## src/rtl/if_fetch.sv

```systemverilog
// if_fetch: owns the PC and assembles each 32-bit instruction from four byte reads (IF_STALL_EN adds stall_i).
// Latency: 5 cycles per instruction with an always-granting memory (4 requests, last byte, present).
// Backpressure: an ungranted request holds its address; with IF_STALL_EN a finished instruction is parked while stall_i=1.
module if_fetch #(
    parameter logic [31:0] RESET_PC = 32'h0000_0000
) (
    input  logic        clk,
    input  logic        rst,
`ifdef IF_STALL_EN
    input  logic        stall_i,
`endif
    input  logic        jump_i,
    input  logic [31:0] jump_addr_i,
    output logic        mem_req_o,
    output logic [31:0] mem_addr_o,
    input  logic        mem_gnt_i,
    input  logic        mem_rvalid_i,
    input  logic [7:0]  mem_rdata_i,
    output logic [31:0] if_pc_o,
    output logic [31:0] if_inst_o,
    output logic        if_busy_o
);

    typedef enum logic {
        ST_FETCH   = 1'b0,
        ST_PRESENT = 1'b1
    } state_t;

    state_t      state_q, state_d;
    logic [31:0] pc_q, pc_d;
    logic [2:0]  issue_cnt_q, issue_cnt_d;
    logic [2:0]  recv_cnt_q, recv_cnt_d;
    logic        discard_q, discard_d;
    logic [23:0] buf_q, buf_d;
    logic [31:0] if_pc_q, if_pc_d;
    logic [31:0] if_inst_q, if_inst_d;

    logic        stall;
    logic        present_fire;
    logic        issuing;
    logic        granted;
    logic        byte_in;

`ifdef IF_STALL_EN
    assign stall = stall_i;
`else
    assign stall = 1'b0;
`endif

    // The presentation cycle doubles as the byte-0 request slot of the next PC.
    always_comb begin
        present_fire = (state_q == ST_PRESENT) && !stall;
        issuing      = (state_q == ST_FETCH) || present_fire;
        mem_req_o    = rst && issuing && (issue_cnt_q < 3'd4);
        mem_addr_o   = pc_q + {29'd0, issue_cnt_q};
        granted      = mem_req_o && mem_gnt_i;
        byte_in      = mem_rvalid_i && !discard_q && (state_q == ST_FETCH);
        if_busy_o    = !present_fire;
        if_pc_o      = if_pc_q;
        if_inst_o    = if_inst_q;
    end

    always_comb begin
        state_d     = state_q;
        pc_d        = pc_q;
        issue_cnt_d = issue_cnt_q + {2'd0, granted};
        recv_cnt_d  = recv_cnt_q;
        discard_d   = 1'b0;
        buf_d       = buf_q;
        if_pc_d     = if_pc_q;
        if_inst_d   = if_inst_q;

        case (state_q)
            ST_FETCH: begin
                if (byte_in) begin
                    recv_cnt_d = recv_cnt_q + 3'd1;
                    case (recv_cnt_q[1:0])
                        2'd0: buf_d[7:0]   = mem_rdata_i;
                        2'd1: buf_d[15:8]  = mem_rdata_i;
                        2'd2: buf_d[23:16] = mem_rdata_i;
                        default: begin
                            if_inst_d   = {mem_rdata_i, buf_q};
                            if_pc_d     = pc_q;
                            pc_d        = pc_q + 32'd4;
                            issue_cnt_d = 3'd0;
                            recv_cnt_d  = 3'd0;
                            state_d     = ST_PRESENT;
                        end
                    endcase
                end
            end
            ST_PRESENT: begin
                if (present_fire) begin
                    state_d = ST_FETCH;
                end
            end
            default: state_d = ST_FETCH;
        endcase

        // A jump drops any partial or parked instruction; a byte granted now returns stale next cycle.
        if (jump_i) begin
            pc_d        = jump_addr_i;
            issue_cnt_d = 3'd0;
            recv_cnt_d  = 3'd0;
            state_d     = ST_FETCH;
            discard_d   = granted;
            if_pc_d     = if_pc_q;
            if_inst_d   = if_inst_q;
        end
    end

    // discard comes out of reset set so a response to a pre-reset request is dropped.
    always_ff @(posedge clk or negedge rst) begin
        if (!rst) begin
            state_q     <= ST_FETCH;
            pc_q        <= RESET_PC;
            issue_cnt_q <= 3'd0;
            recv_cnt_q  <= 3'd0;
            discard_q   <= 1'b1;
            buf_q       <= 24'd0;
            if_pc_q     <= 32'd0;
            if_inst_q   <= 32'd0;
        end else begin
            state_q     <= state_d;
            pc_q        <= pc_d;
            issue_cnt_q <= issue_cnt_d;
            recv_cnt_q  <= recv_cnt_d;
            discard_q   <= discard_d;
            buf_q       <= buf_d;
            if_pc_q     <= if_pc_d;
            if_inst_q   <= if_inst_d;
        end
    end

endmodule

```

## config.mk

```make
export PLATFORM = sky130hd
export DESIGN_NAME = if_fetch
export DESIGN_NICKNAME = d
export VERILOG_FILES = /design/src/rtl/if_fetch.sv
export SDC_FILE = /design/constraint.sdc
export NUM_CORES = 1
export LEC_CHECK = 0
export BUFFER_PORTS_ARGS = -buffer_cell sky130_fd_sc_hd__buf_2
export CAP_MARGIN = 15
export CORE_AREA = 2 2 125 127
export CTS_CLUSTER_SIZE = 28
export DETAILED_ROUTE_END_ITERATION = 8
export DIE_AREA = 0 0 127 129
export PLACE_DENSITY = 0.7
export SKIP_CTS_REPAIR_TIMING = 1
export SYNTH_ARGS = -nofsm -noshare
export SYNTH_HDL_FRONTEND = slang
export SYNTH_SLANG_ARGS = --single-unit
```

## constraint.sdc

```tcl
create_clock -name clk -period 2.6 [get_ports clk]
set_input_delay 0.52 -clock clk [delete_from_list [all_inputs] [get_ports clk]]
set_output_delay 0.52 -clock clk [all_outputs]
set_load 0.02 [all_outputs]
```

Word-level counts from Yosys, hierarchy flattened
Index checks and enable logic that the tools add are counted.
- latch bits: 0
- ROM bits: 0
- register bits: 128
- bits in writable memories: 0
- memories kept: 0
- output and inout bits: 98
- word-level logic and storage cells: 54
- multiplexer cells: 17
- div/mod/pow operators: 0
- equality and inequality tests: 4
- reductions and logical operators: 15
- bitwise operators: 3
- shift-type cells: 0
- $lt $le $gt $ge: 1
- multipliers: 0
- add/sub/neg operators: 4
- operators with widths (cell ; number):
    $mux W32 ; 4
    $add A32 B3 Y32 ; 1
    $add A32 B3 Y32 const B ; 1
    $mux W3 ; 8
    $reduce_and A3 Y1 ; 4
    $logic_and A1 B1 Y1 ; 4
    $mux W1 ; 4
    $reduce_and A4 Y1 ; 1
    $add A3 B1 Y3 ; 1
    $add A3 B1 Y3 const B ; 1
    $lt A3 B3 Y1 const B ; 1
    $not A1 Y1 ; 3
    $reduce_or A3 Y1 ; 1
    $eq A2 B1 Y1 const B ; 1
    $eq A2 B2 Y1 const B ; 1
    $logic_not A1 Y1 ; 2
    $logic_not A2 Y1 ; 1
    $ne A2 B1 Y1 const B ; 1
    $ne A2 B2 Y1 const B ; 1
    $pmux W1 S2 ; 1
    $reduce_and A2 Y1 ; 1
    $reduce_bool A2 Y1 ; 1

Logic depth before layout (Yosys ltp)
Gate-level depths: netlist of the first run.
- depth after elaboration: 8
- depth in mapped cells: 7

Worst setup path before layout of the first run
OpenSTA, ideal clock, no wires.
- kind: register -> output
- start: reg pc_q[14]
- end: out mem_addr_o[23]
- setup slack: -8 ps
- path buffers: 2
- arrival time: 2088 ps
- cell stages (with the launch flop): 7
- cells stage by stage: dfrtp_1 buf_2 nand4_4 or4_1 clkbuf_2 or4_1 xnor2_1
- word-level cells in the longest chain between the ends: 1
- RTL lines (element ; RTL line ; RTL):
    from (decl) ; 30 ; logic [31:0] pc_q, pc_d;
    from (signal assigned) ; 125 ; pc_q <= pc_d;
    $add A32 B3 Y32 ; 55 ; mem_addr_o = pc_q + {29'd0, issue_cnt_q};
    to (decl) ; 15 ; output logic [31:0] mem_addr_o,
Every way passes these cells.

Worst setup path in the final report of the first run
- start: reg issue_cnt_q[2]
- end: out mem_addr_o[23]
- word-level cells in the longest chain between the ends: 1
- RTL lines (element ; RTL line ; RTL):
    from (decl) ; 31 ; logic [2:0] issue_cnt_q, issue_cnt_d;
    from (signal assigned) ; 126 ; issue_cnt_q <= issue_cnt_d;
    $add A32 B3 Y32 ; 55 ;
Every way passes these cells.

==> results of run 1 <==
-- worst paths after layout --
path                                  endpoint  slack (ns)  depth (start not counted)
max in group asynchronous       issue_cnt_q[1]        1.83                          2
worst max register to register        pc_q[28]        0.21                          6
min in group clk                       pc_q[6]        0.32                          3
worst min register to register        buf_q[0]        0.50                          1
worst max-delay path            mem_addr_o[23]       -0.25                          6
worst min-delay path                   pc_q[6]        0.26                          2
-- placed cells by master (no fill, tap or decap), types with 5 or more instances in the layout --
cell type,n
dfrtp_1,124
buf_2,120
mux2_2,90
buf_4,69
nand2_1,31
nor2_1,27
xnor2_1,26
o21ai_0,22
nand4_1,17
clkbuf_16,17
a31oi_1,15
xor2_1,13
or3_1,13
nand3_1,10
or4_1,9
inv_1,7
nor3_1,7
ha_1,7
xnor2_2,5
and3_1,5
o31ai_1,5
clkinv_4,5
-- cell type report --
type,instances,area [µm²]
Fill cell,1303,6730
Sequential cell,127,3180
Multi-Input combinational cell,351,2930
Timing Repair Buffer,196,1220
Clock buffer,20,467
Tap cell,188,235
Clock inverter,12,184
Inverter,8,30.0
-- sequential cells by signal, indices dropped and copies added (netlist names) --
name	flops
pc_q	32
recv_cnt_q	2
discard_q	1
present_fire	1
if_pc_o	32
buf_q	24
if_inst_o	32
issue_cnt_q	3
-- synth_stat cells (all sizes together) (4+ instances only) --
master,n
a21oi,4
a31oi,15
and2,5
and3,5
buf,18
clkbuf,20
dfrtp,126
ha,10
inv,7
mux2,90
nand2,32
nand3,13
nand4,21
nor2,28
nor3,10
nor4,6
o21ai,22
o31ai,5
or3,13
or4,11
xnor2,31
xor2,13
-- kinds of logic (layout without fill, tap and decap cells) --
family                   Yosys count  in the layout  share of synthesized area (%)
multiplexers                      91             91                           16.8
XOR/XNOR                          44             44                           6.32
adder cells (fa/ha/maj)           11             11                           2.38
AND/OR/NAND/NOR                  153            153                           13.8
flip-flops                       127            127                           52.1
buffers and inverters             46            236                           3.34
AO/OA/AOI/OAI                     52             52                           5.25
-- metal layers --
metal | vias to the layer above | wire [µm] | track usage (%)
met5 | - | 0 | 0
met4 | 0 | 312 | 7.56
met3 | 29 | 1230 | 5.65
met2 | 213 | 8320 | 34.6
met1 | 2426 | 6900 | 24.4
li1 | 2229 | - | -
-- metrics by stage --
stage	setup slack, ns	hold slack (ns)	cells	util, %	total power, µW
global route	-0.309	0.311	902	55.1	6740
global placement	0.0957	0.484	859	48.3	3800
CTS	-0.425	0.270	891	52.7	6460
floorplan	0.0830	0.224	524	-	3320
finish	-0.246	0.257	902	55.1	6470
detailed placement	0.0265	0.490	859	48.3	3850
-- power by group --
part	switching, µW	internal, µW
Clock	899	1690
Sequential	215	2340
Combinational	735	592
Total	1850	4620
==> impl_results.md, run 1 <==
- Grt ovf: 0
- Root buffer cell: clkbuf_16
- DIE AREA: 0.0164 mm²
- Synth Register Bits: 127
- Synth Warn #: 0
- Worst r2r src: pc_q[3]
- Setup crit start: issue_cnt_q[2]
- Clock slew at reported path FFs: 0.06 ns
- Area growth from synthesis to layout: 35.2%
- DP Area: 0.00724 mm²
- Layout cells sized above 1: 49.4%
- Delay-heaviest family, CP: simple AND/OR/NAND/NOR gates
- Max-slew headroom: 54.2%
- GR Util All Layers: 20.2%
- Initial antenna violation count: 0
- Number of max-cap violations: 0
- P_leak: 0.00395 µW
- DR vias: 4897
- RSZ-0062 raised after global routing: yes
- Main area contributors after synthesis: dfrtp_1 52%, mux2_2 17%, xnor2_1 4.5%, ha_1 2.1%, nand2_1 2.0%
- # setup viols final: 23
- Worst Path Buf+Inv: 1
- Largest net degree at the start of global routing: 128
- Min-Delay Path Class: input pin to asynchronous set/reset pin
- Final hold violation count: 0
- Mapped Cells: 524
- Initial drt markers: 387
- Core ar.: 0.0150 mm²
- F_max: 351 MHz
- Worst Tran Pin Value: 0.688 ns
- Max Slew Vio Count: 0
- Fin Clk Skew: 0.00913 ns
- H-tree depth: 4
- DIE HEIGHT: 129 µm
- Pre-Repair DR Iteration Count: 4
- DRC: 0
- FP Rows: 45
- Worst path cell trace: ha_4 > nand3_4 > and2_4 > or4_4 > xnor2_2 > buf_4
- Mapped Area: 0.00610 mm²
- Placed wire-length estimate: 11400 µm
- Vias/cell: 5.43
- Failing checks: setup timing
- Port Buf Inserts: 142
- Post-DR wirelength/cell: 18.6 µm
- Number of buffers created by CTS: 17
- Clk_lat worst skew: 0.42 ns
- Syn Nets: 580
- Synth cell types: 45
- Post-synthesis sequential area ratio: 52.1%
- Critical path startpoint category: flop
- CP arrival: 2.33 ns
- Syn Area/Cell: 11.6 µm²
- Yosys top cell area share: 51.7%
- Critical Setup Path Class: flop to primary output
- TNS Setup: -4.14 ns
- Setup crit end kind: primary output
- Top-level port count: 143
- Global-route wire length before repair: 25800 µm
- CTS tree: done
- Peak supply drop: 0.509 mV
- EDFF count, synth: 0
- Status: finished, violations left
- Max incr delay on CP: 0.54 ns
- PwrDens: 784 mW/mm²
- Clock buffer depth: 2
- CTS sink count: 127
- Post-DRT Antenna Nets: 0
- Fin crit share: 109%
- Die W: 127 µm
- Top FF cell, synth: dfrtp_1
- Routed wire length: 16800 µm
- Crit-path max FO: 3
- Slowest CP cell: or4_4
- Final worst setup slack: -0.246 ns
- Initial Utilization: 40.7%
- Gpl congestion: 0.898
- Asr flop ratio synth: 100%
- Number of global-route vias before repair: 4872
- Post-layout nets: 757
- Synth area leader: dfrtp_1
- Inserted Diodes: 0
- Design Area, Final: 0.00825 mm²
- Critical Path RT: 2.08 ns
- Clock period minus worst slack: 2.85 ns
Power figures use the tool's default switching activity.
==> inputs of run 2 (changes only) <==
Settings changed: ABC_AREA set to 1, CORE_AREA 2 2 125 127 to 2 2 129 131, DIE_AREA 0 0 127 129 to 0 0 131 133.
Clock period 2.6 ns to 2.69 ns, I/O delays scaled along.
==> impl_results.md, run 2 <==
- Status: finished, violations left
- Failing checks: setup timing
- Gpl congestion: 0.892 (-0.68%)
- Final design utilization: 51.1% (-4.0 points)
- Syn Nets: 860 (+48%)
- Max-slew headroom: 52.8% (-1.4 points)
- Vias/cell: 4.94 (-8.9%)
- Initial Utilization: 40.1% (-0.63 points)
- CP arrival: 2.26 ns (-0.07 ns)
- EDFF count, synth: 0 (unchanged)
- Die W: 131 µm (+3.1%)
- TNS Setup: -0.487 ns (+3.66 ns)
- Post-synthesis sequential area ratio: 49.0% (-3.1 points)
- Initial antenna violation count: 0 (unchanged)
- Grt peak-use layer: met2
- Total power: 5870 µW (-9.2%)
- Max Slew Vio Count: 0 (unchanged)
- Number of global-route vias before repair: 5392 (+11%)
- # setup viols final: 9 (-61%)
- P_leak: 0.00427 µW (+8.0%)
- Fin Clk Skew: 0.00785 ns (-0.00129 ns)
- Post-DRT Antenna Nets: 0 (unchanged)
- Mapped Cells: 804 (+53%)
- Clk_lat worst skew: 0.43 ns (about the same)
- Setup crit end kind: primary output
- Max incr delay on CP: 0.41 ns (-0.13 ns)
- Initial drt markers: 439 (+13%)
- Synth Warn #: 0 (unchanged)
- Routed wire length: 18200 µm (+8.3%)
- Worst Tran Pin Value: 0.709 ns (+0.0210 ns)
- PwrDens: 710 mW/mm² (-9.4%)
- Clock buffer depth: 2 (unchanged)
- R2R setup slack: 0.86 ns (+0.65 ns)
- Area growth from synthesis to layout: 27.5%
- Worst r2r src: recv_cnt_q[1]
- Asr flop ratio synth: 100% (unchanged)
- Post-DR wirelength/cell: 15.4 µm (-17%)
- Clock period minus worst slack: 2.80 ns
- H-tree depth: 4 (unchanged)
- CTS sink count: 127 (unchanged)
- Number of max-cap violations: 0 (unchanged)
- Final hold violation count: 0 (unchanged)
- Syn Area/Cell: 8.07 µm² (-31%)
- Synth area leader: dfrtp_1
- Grt ovf: 0 (unchanged)
- Met1 Resource Use GR: 29.7% (+5.2 points)
- Main area contributors after synthesis: dfrtp_1 49%, nand2_1 16%, o21ai_0 4.7%, xor2_1 4.6%, nor2_1 4.4%
- F_max: 358 MHz
- Worst path cell trace: ha_4 > fa_2 > nand2_2 > a21oi_4 > nand2_4 > nor2_4 > nand3_1 > xor2_1 > buf_4
- DRC: 0 (unchanged)
- DR vias: 5844 (+19%)
- RSZ-0062 raised after global routing: yes
- FP Rows: 47 (+4.4%)
- GR Util met3: 4.53% (-1.1 points)
- DIE HEIGHT: 133 µm (+3.1%)
- Top FF cell, synth: dfrtp_1
- Mapped Area: 0.00648 mm² (+6.3%)
- Top-level port count: 143 (unchanged)
- Port Buf Inserts: 142 (unchanged)
- Global-route wire length before repair: 28500 µm (+11%)
- Placed wire-length estimate: 12800 µm (+11%)
- Yosys top cell area share: 48.6% (-3.1 points)
- GR Util All Layers: 21.5% (+1.3 points)
- Slowest CP cell: dfrtp_1
- DP Area: 0.00741 mm² (+2.4%)
- Synth Register Bits: 127 (unchanged)
- Design Area, Final: 0.00827 mm² (+0.21%)
- Clock slew at reported path FFs: 0.06 ns (about the same)
- Peak supply drop: 0.533 mV (+4.8%)
- Pre-Repair DR Iteration Count: 8 (+4)
- Inserted Diodes: 0 (unchanged)
- Number of buffers created by CTS: 17 (unchanged)
- Crit-path max FO: 5 (+2)
- Final worst setup slack: -0.106 ns (+0.141 ns)
- DIE AREA: 0.0174 mm² (+6.3%)
- Top cells by count, synth: 268 x nand2_1, 126 x dfrtp_1, 76 x nor2_1
- Most frequent cells in the layout: 261 x nand2_1, 118 x buf_2, 117 x dfrtp_1, 74 x nor2_1, 63 x inv_1
- Critical Path RT: 2.15 ns (+0.07 ns)
- Most common cell after layout, fill and taps aside: nand2_1
- Critical Setup Path Class: flop to primary output
- Core ar.: 0.0162 mm² (+8.0%)
- RR Endpoint: pc_q[21]
- Fin crit share: 104%
- Post-layout nets: 1006 (+33%)
- CTS tree: done
- Min-Delay Path Class: input pin to asynchronous set/reset pin
- Worst-case reg-to-reg path depth: 8 (+2)
- Critical path startpoint category: flop
- Layout cells sized above 1: 27.9% (-22 points)
- Grt met2 use: 32.9% (-1.7 points)
- Largest net degree at the start of global routing: 128 (unchanged)
- Root buffer cell: clkbuf_16
- Most frequent cell after synthesis: nand2_1
- Synth cell types: 37 (-18%)
run 2: cell types whose count changed in the layout (fill, tap and decap cells not counted), moves of 28 or more:
| cell | before | now |
|---|---|---|
| buf_4 | 69 | 35 |
| o21ai_0 | 22 | 61 |
| inv_1 | 7 | 63 |
| nor2_1 | 27 | 74 |
| nand2_1 | 31 | 261 |
| nand3_1 | 10 | 38 |
| mux2_2 | 90 | 0 |
run 2: critical path: cells and delay by family, from the launching register on:
kind                       cells  cell delay, ns
xor gates and xnor gates       1            0.15
adders and majority gates      2            0.39
DFF                            1            0.41
buffers and inverters          1            0.16
and+or+nand+nor                4            0.44
AOI/OAI and AO/OA              1            0.28
run 2: kinds of logic (layout without fill, tap and decap cells):
kind of cell	after synthesis	count (layout)	synth area share, %
simple gates	436	436	29.5
compound gates	93	93	7.60
buf+inv	99	257	6.50
flops	127	127	49.0
xor+xnor	38	38	5.13
fa+ha+maj	11	11	2.24
run 2: how the worst max path moves through the flow:
stage                                end  slack, ns  cells past startpoint      startpoint
final                     mem_addr_o[28]      -0.11                      9  issue_cnt_q[0]
after global routing      mem_addr_o[28]      -0.20                      9  issue_cnt_q[0]
after CTS                 mem_addr_o[26]      -0.27                      8  issue_cnt_q[2]
after detailed placement  mem_addr_o[26]       0.20                      8  issue_cnt_q[2]
after global placement    mem_addr_o[26]       0.25                      8  issue_cnt_q[2]
after floorplan           mem_addr_o[30]       0.39                      7  issue_cnt_q[2]
run 2: power breakdown:
part           total [µW]  internal (µW)  switching [µW]  leakage (µW)
combinational        1240            437             803       0.00237
sequential           2490           2250             238       0.00163
clock                2140           1220             927      0.000267
total                5870           3900            1970       0.00427
run 2: per-layer routing:
metal	share of wire [%]	vias to the layer above	wire length (µm)
met5	0	-	0
met4	2.9	0	521
met3	6.2	42	1120
met2	46	222	8430
met1	45	2759	8090
li1	-	2821	-
run 2: cell type report:
type | instances | area (µm²)
clock buffer | 18 | 439
clock inverter | 13 | 109
fill | 1555 | 7910
inverter | 69 | 259
multi-input combinational | 578 | 3070
sequential | 127 | 3190
tap | 220 | 275
timing repair buffer | 157 | 925
run 2: through the flow:
step / hold WS, ns / std cells / setup WS (ns)
after floorplan: 0.242 / 804 / 0.394
after global placement: 0.450 / 1144 / 0.253
after detailed placement: 0.455 / 1144 / 0.204
after CTS: 0.303 / 1175 / -0.273
after global routing: 0.320 / 1182 / -0.196
final: 0.239 / 1182 / -0.106
